File: src/rtl/running_minmax.sv
// rtl/running_minmax.sv - windowed signed min/max tracker with valid/ready report handshake
// Optional RUNNING_MINMAX_ARGIDX_EN adds out_min_idx/out_max_idx window positions.
module running_minmax #(
  parameter int N      = 32,
  parameter int WINDOW = 8
) (
  input  logic                        clk,
  input  logic                        rst,
  input  logic [N-1:0]                in_data,
  input  logic                        in_valid,
  output logic                        in_ready,
  output logic [N-1:0]                out_min,
  output logic [N-1:0]                out_max,
  output logic                        out_valid,
  input  logic                        out_ready,
  output logic                        busy
`ifdef RUNNING_MINMAX_ARGIDX_EN
  ,
  output logic [$clog2(WINDOW)-1:0]   out_min_idx,
  output logic [$clog2(WINDOW)-1:0]   out_max_idx
`endif
);

  localparam int CW = $clog2(WINDOW);

  typedef enum logic [1:0] {
    IDLE,
    ACCUM,
    REPORT
  } state_t;

  state_t         state_q, state_d;
  logic [CW-1:0]  cnt_q;
  logic [N-1:0]   min_q, max_q;
  logic           accept;
  logic           last;
  logic           new_min, new_max;

`ifdef RUNNING_MINMAX_ARGIDX_EN
  logic [CW-1:0]  min_idx_q, max_idx_q;
  assign out_min_idx = min_idx_q;
  assign out_max_idx = max_idx_q;
`endif

  assign accept  = in_valid && in_ready;
  assign last    = (cnt_q == CW'(WINDOW - 1));
  // Strict compares so that ties keep the earlier sample.
  assign new_min = $signed(in_data) < $signed(min_q);
  assign new_max = $signed(max_q) < $signed(in_data);

  assign out_min = min_q;
  assign out_max = max_q;

  always_ff @(posedge clk or posedge rst) begin
    if (rst) begin
      state_q <= IDLE;
    end else begin
      state_q <= state_d;
    end
  end

  always_comb begin
    state_d   = state_q;
    in_ready  = 1'b1;
    out_valid = 1'b0;
    busy      = 1'b0;
    case (state_q)
      IDLE: begin
        if (accept) state_d = ACCUM;
      end
      ACCUM: begin
        busy = 1'b1;
        if (accept && last) state_d = REPORT;
      end
      REPORT: begin
        in_ready  = 1'b0;
        out_valid = 1'b1;
        if (out_ready) state_d = IDLE;
      end
      default: begin
        state_d = IDLE;
      end
    endcase
  end

  always_ff @(posedge clk or posedge rst) begin
    if (rst) begin
      cnt_q <= '0;
      min_q <= '0;
      max_q <= '0;
`ifdef RUNNING_MINMAX_ARGIDX_EN
      min_idx_q <= '0;
      max_idx_q <= '0;
`endif
    end else if (accept) begin
      if (state_q == IDLE) begin
        cnt_q <= CW'(1);
        min_q <= in_data;
        max_q <= in_data;
`ifdef RUNNING_MINMAX_ARGIDX_EN
        min_idx_q <= '0;
        max_idx_q <= '0;
`endif
      end else begin
        cnt_q <= last ? '0 : cnt_q + CW'(1);
        if (new_min) begin
          min_q <= in_data;
`ifdef RUNNING_MINMAX_ARGIDX_EN
          min_idx_q <= cnt_q;
`endif
        end
        if (new_max) begin
          max_q <= in_data;
`ifdef RUNNING_MINMAX_ARGIDX_EN
          max_idx_q <= cnt_q;
`endif
        end
      end
    end
  end

endmodule

File: config.mk
export PLATFORM = sky130hd
export DESIGN_NAME = running_minmax
export DESIGN_NICKNAME = d
export VERILOG_FILES = /design/src/rtl/running_minmax.sv
export SDC_FILE = /design/constraint.sdc
export NUM_CORES = 1
export LEC_CHECK = 0
export CAP_MARGIN = 30
export CORE_MARGIN = 5
export CORE_UTILIZATION = 34
export CTS_BUF_LIST = sky130_fd_sc_hd__clkbuf_4
export DETAILED_ROUTE_END_ITERATION = 8
export PLACE_DENSITY_LB_ADDON = 0.1
export SLEW_MARGIN = 5
export SYNTH_ARGS = -nofsm -noshare
export SYNTH_HDL_FRONTEND = slang
export SYNTH_SLANG_ARGS = --single-unit
File: constraint.sdc
create_clock -name clk -period 3.21 [get_ports clk]
set_input_delay 0.321 -clock clk [delete_from_list [all_inputs] [get_ports clk]]
set_output_delay 0.321 -clock clk [all_outputs]
set_load 0.01 [all_outputs]
After elaboration in Yosys (flattened, before gate mapping) --
Cells that the tools add are included.
Word-level totals: register bits 69, input bits 36, output and inout port bits 67, word-level logic and storage cells 34
Cells by class: add/subtract/negate cells 1, order comparisons 2, equality and inequality tests 6, multiplexer cells 13, reductions and logical operators 8
Operators with widths (number):
- $mux 32 | 4
- $lt 32x32->1 | 2
- $mux 2 | 3
- $mux 3 | 2
- $ne 2x2->1 const B | 3
- $pmux 2 s3 | 1
- $reduce_and 2->1 | 2
- $reduce_bool 2->1 | 2
- $add 3x1->3 const B | 1
- $eq 3x3->1 const B | 1
- $mux 1 | 3
- $reduce_and 3->1 | 1
- $eq 2x1->1 const B | 1
- $eq 2x2->1 const B | 1
- $logic_and 1x1->1 | 2
- $logic_not 2->1 | 1

Depth between registers and ports, before layout --
Gate-level depths: netlist of the first run.
depth in word-level cells 6, gate-level depth with buffers 11, mapped depth without buffers 9

Least setup slack after synthesis of the first run --
No wires, ideal clock.
path kind register to register, start register max_q[25] (netlist: out_max[25]), end register max_q[0] (netlist: out_max[0]), library setup time 125 ps, arrival time 2443 ps, required time 3085 ps, path slack 642 ps, cell stages (with the launch flop) 10, buffers on the path 1, clock period less this slack 2568 ps, cells stage by stage dfrtp_1 > ha_1 > a21o_1 > nand3_2 > a21oi_2 > a2111o_1 > and3b_1 > a211oi_4 > buf_6 > mux2_4
Between the ends: word-level cells in the longest chain between the ends 3
RTL lines:
- from (decl) | line 34 | logic [N-1:0] min_q, max_q;
- from (signal assigned) | line 99 | max_q <= in_data;
- from (signal assigned) | line 113 | max_q <= in_data;
- $lt 32x32->1 | line 49 | assign new_max = $signed(max_q) < $signed(in_data);
- $reduce_bool 2->1 (no line)
- $reduce_and 2->1 (no line)
No other way between the ends. A chain may end at the register's enable or synchronous reset.

Worst setup path after layout of the first run --
start input port in_data[7], end register max_q[30] (netlist: out_max[30])
Between the ends: word-level cells in the longest chain between the ends 3
RTL lines:
- from (decl) | line 9 | input logic [N-1:0] in_data,
- $lt 32x32->1 | line 49
- $reduce_bool 2->1 (no line)
- $reduce_and 2->1 (no line)
No other way between the ends.

==> flow_summary.html, run 1 <==
<table>
<tr><th>Metric</th><th>Value</th></tr>
<tr><th colspan="2">Status</th></tr>
<tr><td>Status</td><td>completed</td></tr>
<tr><th colspan="2">Power</th></tr>
<tr><td>Logic gate share of total power</td><td>approximately 60%</td></tr>
<tr><td>Worst vdd ir</td><td>a little over 0.0004 V</td></tr>
<tr><td>Net Sw Frac</td><td>between 30% and 40%</td></tr>
<tr><td>Pwr dens</td><td>around 960 nW/µm²</td></tr>
<tr><td>NetSw</td><td>between 2000 and 2500 µW</td></tr>
<tr><td>Internal Power</td><td>between 3000 and 4000 µW</td></tr>
<tr><td>Clock network fraction of design power</td><td>~10%</td></tr>
<tr><td>Static power due to leakage</td><td>about 0.003 µW</td></tr>
<tr><td>Part of the power in registers</td><td>between 30 and 40%</td></tr>
<tr><th colspan="2">Drt</th></tr>
<tr><td>Wire per inst</td><td>around 16 µm</td></tr>
<tr><td>Starting DRT DRC Count</td><td>115</td></tr>
<tr><td>Total vias in the final route</td><td>approximately 3,200</td></tr>
<tr><td>WL final</td><td>around 11,000 µm</td></tr>
<tr><td>Total iterations of the first detailed-routing run</td><td>4</td></tr>
<tr><td>Detail Route Antenna Nets</td><td>0</td></tr>
<tr><td>Average via count per standard cell</td><td>between 4 and 5</td></tr>
<tr><td>Total DRC errors in the routed layout</td><td>0</td></tr>
<tr><th colspan="2">Floorplan</th></tr>
<tr><td>Initial Utilization</td><td>between 30 and 40%</td></tr>
<tr><td>Number of top-level pins</td><td>roughly 100</td></tr>
<tr><td>Placeable Area</td><td>about 13,000 µm²</td></tr>
<tr><td>Overall die height</td><td>about 120 µm</td></tr>
<tr><td>Overall die width</td><td>122.9 µm</td></tr>
<tr><td>Area of the die</td><td>roughly 15,000 µm²</td></tr>
<tr><td>Number of rows in the core area</td><td>41</td></tr>
<tr><th colspan="2">STA</th></tr>
<tr><td>Total Neg Setup Slack</td><td>0 ps</td></tr>
<tr><td>Count of pins over their slew limit</td><td>0</td></tr>
<tr><td>RSZ-0062 raised after global routing</td><td>no</td></tr>
<tr><td>Worst slew pin tran</td><td>~790 ps</td></tr>
<tr><td>Peak clock frequency supported by timing</td><td>around 350 MHz</td></tr>
<tr><td>Max transition margin</td><td>a little under half</td></tr>
<tr><td>Share of the clock period used by the worst path</td><td>87.93%</td></tr>
<tr><td>Number of hold violations in the final report</td><td>0</td></tr>
<tr><td>Worst clock skew on the final layout</td><td>17.32 ps</td></tr>
<tr><td>Fin crit period</td><td>between 2000 and 3000 ps</td></tr>
<tr><td>Setup violation total in the final timing report</td><td>0</td></tr>
<tr><th colspan="2">Clocking</th></tr>
<tr><td>Post-CTS Hold Buffers</td><td>0</td></tr>
<tr><td>Number of buffers created by CTS</td><td>9</td></tr>
<tr><td>Root Buffer Master</td><td>clkbuf_4</td></tr>
<tr><td>Clock slew at reported path FFs</td><td>approximately 120 ps</td></tr>
<tr><td>TritonCTS clock tree</td><td>built</td></tr>
<tr><td>Buffers from clock root to sink, at most</td><td>2</td></tr>
<tr><td>Clk sinks</td><td>69</td></tr>
<tr><td>Count of H-tree levels built during CTS</td><td>3</td></tr>
<tr><td>Insertion delay of the later-clocked pin in the worst-skew pair</td><td>420 ps</td></tr>
<tr><td>Post-CTS setup buffer count</td><td>0</td></tr>
<tr><td>Post_cts resized</td><td>0</td></tr>
<tr><th colspan="2">Synthesis</th></tr>
<tr><td>Synth Instances</td><td>377</td></tr>
<tr><td>Number of flip-flops and latches in the synthesized netlist</td><td>slightly below 70</td></tr>
<tr><td>Unique masters post-synth</td><td>43</td></tr>
<tr><td>Number of synthesized flops with an enable pin</td><td>0</td></tr>
<tr><td>Synthesized area per cell</td><td>~11 µm²</td></tr>
<tr><td>Synthesized-area fraction occupied by adder cells</td><td>roughly 18%</td></tr>
<tr><td>Xor/xnor share of the synthesized area</td><td>0%</td></tr>
<tr><td>Proportion of synthesized area in mux cells</td><td>about 18%</td></tr>
<tr><td>Post-synthesis async set-or-reset flop share</td><td>between 90% and 100%</td></tr>
<tr><td>Post-Synthesis Cell Area</td><td>about 4300 µm²</td></tr>
<tr><td>Most used DFF post-synth</td><td>dfrtp_1</td></tr>
<tr><td>Warnings from Yosys</td><td>0</td></tr>
<tr><td>Sequential cell area fraction in the yosys report</td><td>between 30% and 40%</td></tr>
<tr><td>Complex-gate fraction of the synthesized area</td><td>under 10%</td></tr>
<tr><td>Post-synthesis net count</td><td>between 400 and 500</td></tr>
<tr><td>Share of synthesized cell area in and, or, nand and nor gates</td><td>~6.2%</td></tr>
<tr><td>Dominant combinational cell family by area after synthesis</td><td>adder cells</td></tr>
<tr><th colspan="2">Critical path</th></tr>
<tr><td>Launching element of the worst setup path</td><td>in_data[7]</td></tr>
<tr><td>Delay of the slowest critical-path stage</td><td>between 500 and 600 ps</td></tr>
<tr><td>Startpoint types</td><td>input pin</td></tr>
<tr><td>Crit-path max FO</td><td>7</td></tr>
<tr><td>Arrival @ worst endpoint</td><td>roughly 3100 ps</td></tr>
<tr><td>Kind of end point of the critical path</td><td>register</td></tr>
<tr><td>Data required time of the critical path</td><td>3510 ps</td></tr>
<tr><td>R2R Path Start</td><td>out_max[25]$_DFFE_PP0P_</td></tr>
<tr><td>Cells along the critical path</td><td>clkdlybuf4s50_1 &gt; inv_1 &gt; ha_1 &gt; nand2_1 &gt; nor4_1 &gt; a21oi_1 &gt; o21ai_0 &gt; a311oi_2 &gt; a211oi_4 &gt; buf_4 &gt; mux2_1</td></tr>
<tr><td>Cell with the largest stage delay on the worst path</td><td>clkdlybuf4s50_1</td></tr>
<tr><td>Worst setup path category</td><td>input pin to register</td></tr>
<tr><th colspan="2">Global routing</th></tr>
<tr><td>Largest net degree at the start of global routing</td><td>37</td></tr>
<tr><td>Total grt overflow</td><td>0</td></tr>
<tr><td>Number of antenna violations at the first check in global routing</td><td>0</td></tr>
<tr><td>Global routing usage summed across all routing layers</td><td>14.87%</td></tr>
<tr><td>Global-route wire length before repair</td><td>17,220 µm</td></tr>
<tr><td>Vias in the first global route</td><td>~3,500</td></tr>
<tr><th colspan="2">Place</th></tr>
<tr><td>Final Wtd Congestion</td><td>approximately 0.80</td></tr>
<tr><td>Number of input and output port buffers inserted</td><td>around 100</td></tr>
<tr><td>Half-perimeter wire length of the detailed placement result</td><td>between 8000 and 9000 µm</td></tr>
<tr><th colspan="2">Final layout</th></tr>
<tr><td>Layout filler cell count</td><td>1,214</td></tr>
<tr><td>Final net count</td><td>~600</td></tr>
<tr><td>Ratio of cells with drive above 1 in the final layout</td><td>between 10% and 20%</td></tr>
<tr><td>Synth-to-layout area growth</td><td>33.05%</td></tr>
<tr><td>Flip-flop and latch area</td><td>around 1700 µm²</td></tr>
<tr><td>Footprint of the multi-input gates</td><td>about 2300 µm²</td></tr>
<tr><td>Antenna cell count</td><td>0</td></tr>
<tr><td>Core Util, Final</td><td>between 40% and 50%</td></tr>
<tr><th colspan="2">Min path</th></tr>
<tr><td>Class of the worst hold path</td><td>input pin to async pin</td></tr>
<tr><th colspan="2">Flow run</th></tr>
<tr><td>MaxCap Viol Count</td><td>0</td></tr>
</table>
## flip-flops by register name, indices dropped and copies added (netlist names)
register and cells:
out_min 32, out_max 32, state_q 2, cnt_q 3
## cell type report
type                       count  share of cell area [%]
clock buffer                  10                   1.303
timing repair buffer         117                   20.11
sequential                    69                   29.97
inverter                      67                   4.365
tap                          172                   3.735
multi-input combinational    234                   39.59
clock inverter                 6                  0.9338
## synthesized netlist by cell type (2+ instances only)
cell type	instances	area, µm²
a2111o_1	2	22.52
mux2_1	3	33.78
and3_1	2	12.51
nand2_1	10	37.54
nand4_1	11	68.82
buf_6	6	67.56
mux2_4	30	450.4
o21ai_0	8	40.04
nand2b_1	2	12.51
ha_1	64	800.8
mux2i_1	31	310.3
nor2_1	6	22.52
a21oi_1	17	85.08
a22o_1	2	17.52
a211oi_1	2	15.01
nand3_1	3	15.01
dfrtp_1	69	1727
a21o_1	16	120.1
inv_1	67	251.5
nor3_1	3	15.01
## cells by family (layout without fill, tap and decap cells)
family / Yosys count / in the layout
buffers and inverters: 74 / 200
AND/OR/NAND/NOR: 48 / 48
adder cells (fa/ha/maj): 64 / 64
flip-flops: 69 / 69
multiplexers: 64 / 64
AO/OA/AOI/OAI: 58 / 58
## power groups by stage
stage	combinational (µW)	clock (µW)	sequential, µW
after floorplan	1820	0	1800
after global placement	3370	0	1690
after detailed placement	3380	0	1690
after CTS	3400	585	1680
after global routing	3670	614	1730
final	3330	559	1670
## per-layer routing
metal | GRT usage [%] | routed length (µm)
met4 | 6.018 | 218
met2 | 24.22 | 5073
met1 | 18.78 | 4834
met3 | 3.871 | 609
met5 | 0 | 0
## cells in the final DEF, fill, tap and decap left out, types with 2 or more instances in the layout
| master | instances |
|---|---|
| nor2_1 | 6 |
| a22o_1 | 2 |
| clkinv_1 | 3 |
| nand3_1 | 3 |
| clkbuf_4 | 10 |
| nor3_1 | 3 |
| o21ai_0 | 8 |
| and3_1 | 2 |
| buf_4 | 13 |
| mux2_4 | 30 |
| mux2i_1 | 31 |
| a2111o_1 | 2 |
| clkdlybuf4s50_1 | 102 |
| nand4_1 | 11 |
| inv_1 | 66 |
| buf_12 | 2 |
| a211oi_1 | 2 |
| a21oi_1 | 17 |
| nand2_1 | 10 |
| nand2b_1 | 2 |
| a21o_1 | 16 |
| mux2_1 | 3 |
| dfrtp_1 | 69 |
| ha_1 | 64 |
## worst paths after layout
check	to	slack [ps]	cells past startpoint
setup / recovery	out_max[30]$_DFFE_PP0P_	390	11
min in group clk	state_q[1]$_DFFE_PP0P_	470	2
max in group asynchronous	out_min[29]$_DFFE_PP0P_	2150	3
setup reg to reg	out_max[30]$_DFFE_PP0P_	490	9
hold reg to reg	state_q[0]$_DFFE_PP0P_	510	1
hold / removal	out_min[11]$_DFFE_PP0P_	350	2
## stage by stage
step | hold WS [ps] | std cells | total power [µW] | setup slack [ps] | cell area [µm²]
5_1_grt | 408.5 | 675 | 6018 | 254.0 | 5762
3_3_place_gp | 496.0 | 659 | 5062 | -6.353 | 5633
3_5_place_dp | 498.1 | 659 | 5074 | -33.39 | 5633
6_report | 350.5 | 675 | 5558 | 387.5 | 5762
4_1_cts | 356.7 | 675 | 5670 | 417.2 | 5762
2_1_floorplan | 430.3 | 377 | 3626 | 641.6 | 4330
## critical path: cells and delay by family
family	cells	cell delay [ps]
compound gates	4	900
mux	1	330
simple gates	2	390
buf+inv	3	890
fa+ha+maj	1	300
(Power assumes the default switching activity.)
==> run 2: changes to the inputs <==
CTS_CLUSTER_DIAMETER = 150   (was not set)
==> results of run 2 <==
Final layout, timing and power as in run 1 (identical DEF).
==> run 3: changes to the inputs <==
CAP_MARGIN = not set   (was 30)
CORE_UTILIZATION = 45   (was 34)
==> run 3 against run 2 <==
Flip-flop and latch count unchanged. Critical path depth fell by 1. Final area is 0.74% lower.
==> flow_summary.html, run 3 (same netlist as run 1, synthesis figures left out) <==
<table>
<tr><th>Metric</th><th>Value</th></tr>
<tr><th colspan="2">Floorplan</th></tr>
<tr><td>Number of rows in the core area</td><td>35</td></tr>
<tr><td>Overall die width</td><td>between 100 and 150 µm</td></tr>
<tr><td>Area of the die</td><td>11,680 µm²</td></tr>
<tr><td>Overall die height</td><td>approximately 110 µm</td></tr>
<tr><td>Placeable Area</td><td>~9300 µm²</td></tr>
<tr><td>Initial Utilization</td><td>between 40% and 50%</td></tr>
<tr><td>Number of top-level pins</td><td>just over 100</td></tr>
<tr><th colspan="2">Critical path</th></tr>
<tr><td>Number of buffer and inverter instances along the worst setup path</td><td>3</td></tr>
<tr><td>Crit-path max FO</td><td>26</td></tr>
<tr><td>Slack of the worst reg-to-reg path</td><td>520 ps</td></tr>
<tr><td>R2R Path Start</td><td>out_min[31]$_DFFE_PP0P_</td></tr>
<tr><td>Worst flop-to-flop path endpoint</td><td>out_min[24]$_DFFE_PP0P_</td></tr>
<tr><td>Startpoint types</td><td>input pin</td></tr>
<tr><td>Arrival @ worst endpoint</td><td>around 3100 ps</td></tr>
<tr><td>Worst setup path category</td><td>input pin to register</td></tr>
<tr><td>Data required time of the critical path</td><td>3510 ps</td></tr>
<tr><td>Capturing element of the worst setup path</td><td>out_max[31]$_DFFE_PP0P_</td></tr>
<tr><td>Worst path top cell family by delay</td><td>compound AO/OA/AOI/OAI gates</td></tr>
<tr><td>Cell with the largest stage delay on the worst path</td><td>clkdlybuf4s50_1</td></tr>
<tr><td>Cells along the critical path</td><td>clkdlybuf4s50_1 &gt; inv_1 &gt; ha_1 &gt; a21oi_1 &gt; a21oi_2 &gt; a2111o_1 &gt; and3b_1 &gt; a211oi_4 &gt; buf_12 &gt; mux2_1</td></tr>
<tr><td>Launching element of the worst setup path</td><td>in_data[27]</td></tr>
<tr><td>Kind of end point of the critical path</td><td>register</td></tr>
<tr><td>Number of cells traversed by the worst register-to-register path</td><td>10</td></tr>
<tr><td>Delay of the slowest critical-path stage</td><td>between 500 and 600 ps</td></tr>
<tr><td>Logic depth of the worst path, buffers included</td><td>10</td></tr>
<tr><th colspan="2">Power</th></tr>
<tr><td>Static power due to leakage</td><td>a little over 0.003 µW</td></tr>
<tr><td>Worst vdd ir</td><td>around 0.00043 V</td></tr>
<tr><td>Pwr dens</td><td>between 900 and 1000 nW/µm²</td></tr>
<tr><td>Power after layout</td><td>roughly 5600 µW</td></tr>
<tr><th colspan="2">Drt</th></tr>
<tr><td>Total DRC errors in the routed layout</td><td>0</td></tr>
<tr><td>Detail Route Antenna Nets</td><td>0</td></tr>
<tr><td>Average via count per standard cell</td><td>between 5 and 6</td></tr>
<tr><td>Total vias in the final route</td><td>around 3,200</td></tr>
<tr><td>WL final</td><td>just under 10,000 µm</td></tr>
<tr><td>Wire per inst</td><td>between 15 and 20 µm</td></tr>
<tr><td>Starting DRT DRC Count</td><td>53</td></tr>
<tr><td>Total iterations of the first detailed-routing run</td><td>4</td></tr>
<tr><th colspan="2">Clocking</th></tr>
<tr><td>Insertion delay of the later-clocked pin in the worst-skew pair</td><td>410 ps</td></tr>
<tr><td>Post-CTS Hold Buffers</td><td>0</td></tr>
<tr><td>Post_cts resized</td><td>0</td></tr>
<tr><td>Clock slew at reported path FFs</td><td>between 100 and 150 ps</td></tr>
<tr><td>Post-CTS setup buffer count</td><td>0</td></tr>
<tr><td>TritonCTS clock tree</td><td>built</td></tr>
<tr><td>Buffers from clock root to sink, at most</td><td>2</td></tr>
<tr><td>Count of H-tree levels built during CTS</td><td>3</td></tr>
<tr><td>Clk sinks</td><td>69</td></tr>
<tr><td>Number of buffers created by CTS</td><td>9</td></tr>
<tr><td>Root Buffer Master</td><td>clkbuf_4</td></tr>
<tr><th colspan="2">STA</th></tr>
<tr><td>RSZ-0062 raised after global routing</td><td>no</td></tr>
<tr><td>Max transition margin</td><td>a little over half</td></tr>
<tr><td>Setup WS post-layout</td><td>407.3 ps</td></tr>
<tr><td>Worst slew pin tran</td><td>approximately 700 ps</td></tr>
<tr><td>Worst Hold Margin</td><td>between 300 and 400 ps</td></tr>
<tr><td>Total Neg Setup Slack</td><td>0 ps</td></tr>
<tr><td>Number of hold violations in the final report</td><td>0</td></tr>
<tr><td>Peak clock frequency supported by timing</td><td>356.8 MHz</td></tr>
<tr><td>Fin crit period</td><td>roughly 2800 ps</td></tr>
<tr><td>Setup violation total in the final timing report</td><td>0</td></tr>
<tr><td>Worst clock skew on the final layout</td><td>22.56 ps</td></tr>
<tr><td>Share of the clock period used by the worst path</td><td>87.31%</td></tr>
<tr><td>Count of pins over their slew limit</td><td>0</td></tr>
<tr><th colspan="2">Final layout</th></tr>
<tr><td>Antenna cell count</td><td>0</td></tr>
<tr><td>Ratio of cells with drive above 1 in the final layout</td><td>between 10% and 20%</td></tr>
<tr><td>Layout filler cell count</td><td>786</td></tr>
<tr><td>Final net count</td><td>slightly below 600</td></tr>
<tr><td>Leading cell types in the layout, fill and taps excluded</td><td>clkdlybuf4s50_1 (102), dfrtp_1 (69), inv_1 (66)</td></tr>
<tr><td>Synth-to-layout area growth</td><td>32.07%</td></tr>
<tr><td>Most common cell after layout, fill and taps aside</td><td>clkdlybuf4s50_1</td></tr>
<tr><td>Non-Filler Cell Area, Final</td><td>5719 µm²</td></tr>
<tr><th colspan="2">Global routing</th></tr>
<tr><td>Total grt overflow</td><td>0</td></tr>
<tr><td>Largest net degree at the start of global routing</td><td>39</td></tr>
<tr><td>Vias in the first global route</td><td>between 3,000 and 4,000</td></tr>
<tr><td>Global-route wire length before repair</td><td>16,050 µm</td></tr>
<tr><td>Number of antenna violations at the first check in global routing</td><td>0</td></tr>
<tr><td>Global routing usage summed across all routing layers</td><td>between 10% and 20%</td></tr>
<tr><th colspan="2">Place</th></tr>
<tr><td>Half-perimeter wire length of the detailed placement result</td><td>7620 µm</td></tr>
<tr><td>Number of input and output port buffers inserted</td><td>roughly 100</td></tr>
<tr><td>Pre-CTS worst setup slack</td><td>a little under 10 ps</td></tr>
<tr><td>Final Wtd Congestion</td><td>0.7890</td></tr>
<tr><td>Placed inst area</td><td>~5600 µm²</td></tr>
<tr><th colspan="2">Status</th></tr>
<tr><td>Status</td><td>completed</td></tr>
<tr><th colspan="2">Flow run</th></tr>
<tr><td>MaxCap Viol Count</td><td>0</td></tr>
<tr><th colspan="2">Min path</th></tr>
<tr><td>Class of the worst hold path</td><td>input pin to async pin</td></tr>
</table>
run 3: cell count changes in the layout (fill, tap and decap cells not counted), sizes merged:
cell / delta
buf: -4
bufinv: +1
clkbuf: -1
clkinv: +1
clkinvlp: -1
run 3: worst min path at each step:
| stage | start | slack, ps | end |
|---|---|---|---|
| floorplan | out_ready | 430 | state_q[1]$_DFFE_PP0P_ |
| global placement | state_q[1]$_DFFE_PP0P_ | 490 | state_q[0]$_DFFE_PP0P_ |
| detailed placement | cnt_q[1]$_DFFE_PP0P_ | 500 | cnt_q[1]$_DFFE_PP0P_ |
| CTS | rst | 350 | out_max[10]$_DFFE_PP0P_ |
| global route | rst | 380 | out_max[10]$_DFFE_PP0P_ |
| finish | rst | 330 | out_max[10]$_DFFE_PP0P_ |
run 3: worst register-to-register path, cell delays in order (launching register included):
cell and delay (ps):
dfrtp_1 390, inv_1 60, ha_1 300, nand4_1 140, or2_1 260, nor3_1 350, and3_1 210, a221o_1 190
o32a_2 310, buf_4 200, mux2i_1 190
run 3: area by class of cell:
type | instances | area (µm²) | area share, %
tap | 129 | 161.4 | 2.822
inverter | 67 | 251.5 | 4.397
timing repair buffer | 113 | 1141 | 19.95
sequential | 69 | 1727 | 30.19
multi-input combinational | 234 | 2281 | 39.88
clock inverter | 7 | 90.09 | 1.575
clock buffer | 9 | 67.56 | 1.181
run 3: per-layer routing:
metal	wire length (µm)	share of wire (%)	GRT usage (%)
met1	4306	44	21.42
met2	4864	50	30.20
met3	424	4.4	3.821
met4	89	0.92	5.050
met5	0	0	0
run 3: through the flow:
step                      utilization, %  cells
after floorplan                        -    377
after global placement             59.62    612
after detailed placement           59.62    612
after CTS                          61.31    628
after global routing               61.31    628
final                              61.31    628
run 3: power breakdown:
part / internal (µW) / total, µW / switching (µW)
registers: 1320 / 1650 / 337
logic: 1910 / 3310 / 1400
clock network: 312 / 640 / 328
total: 3540 / 5600 / 2070
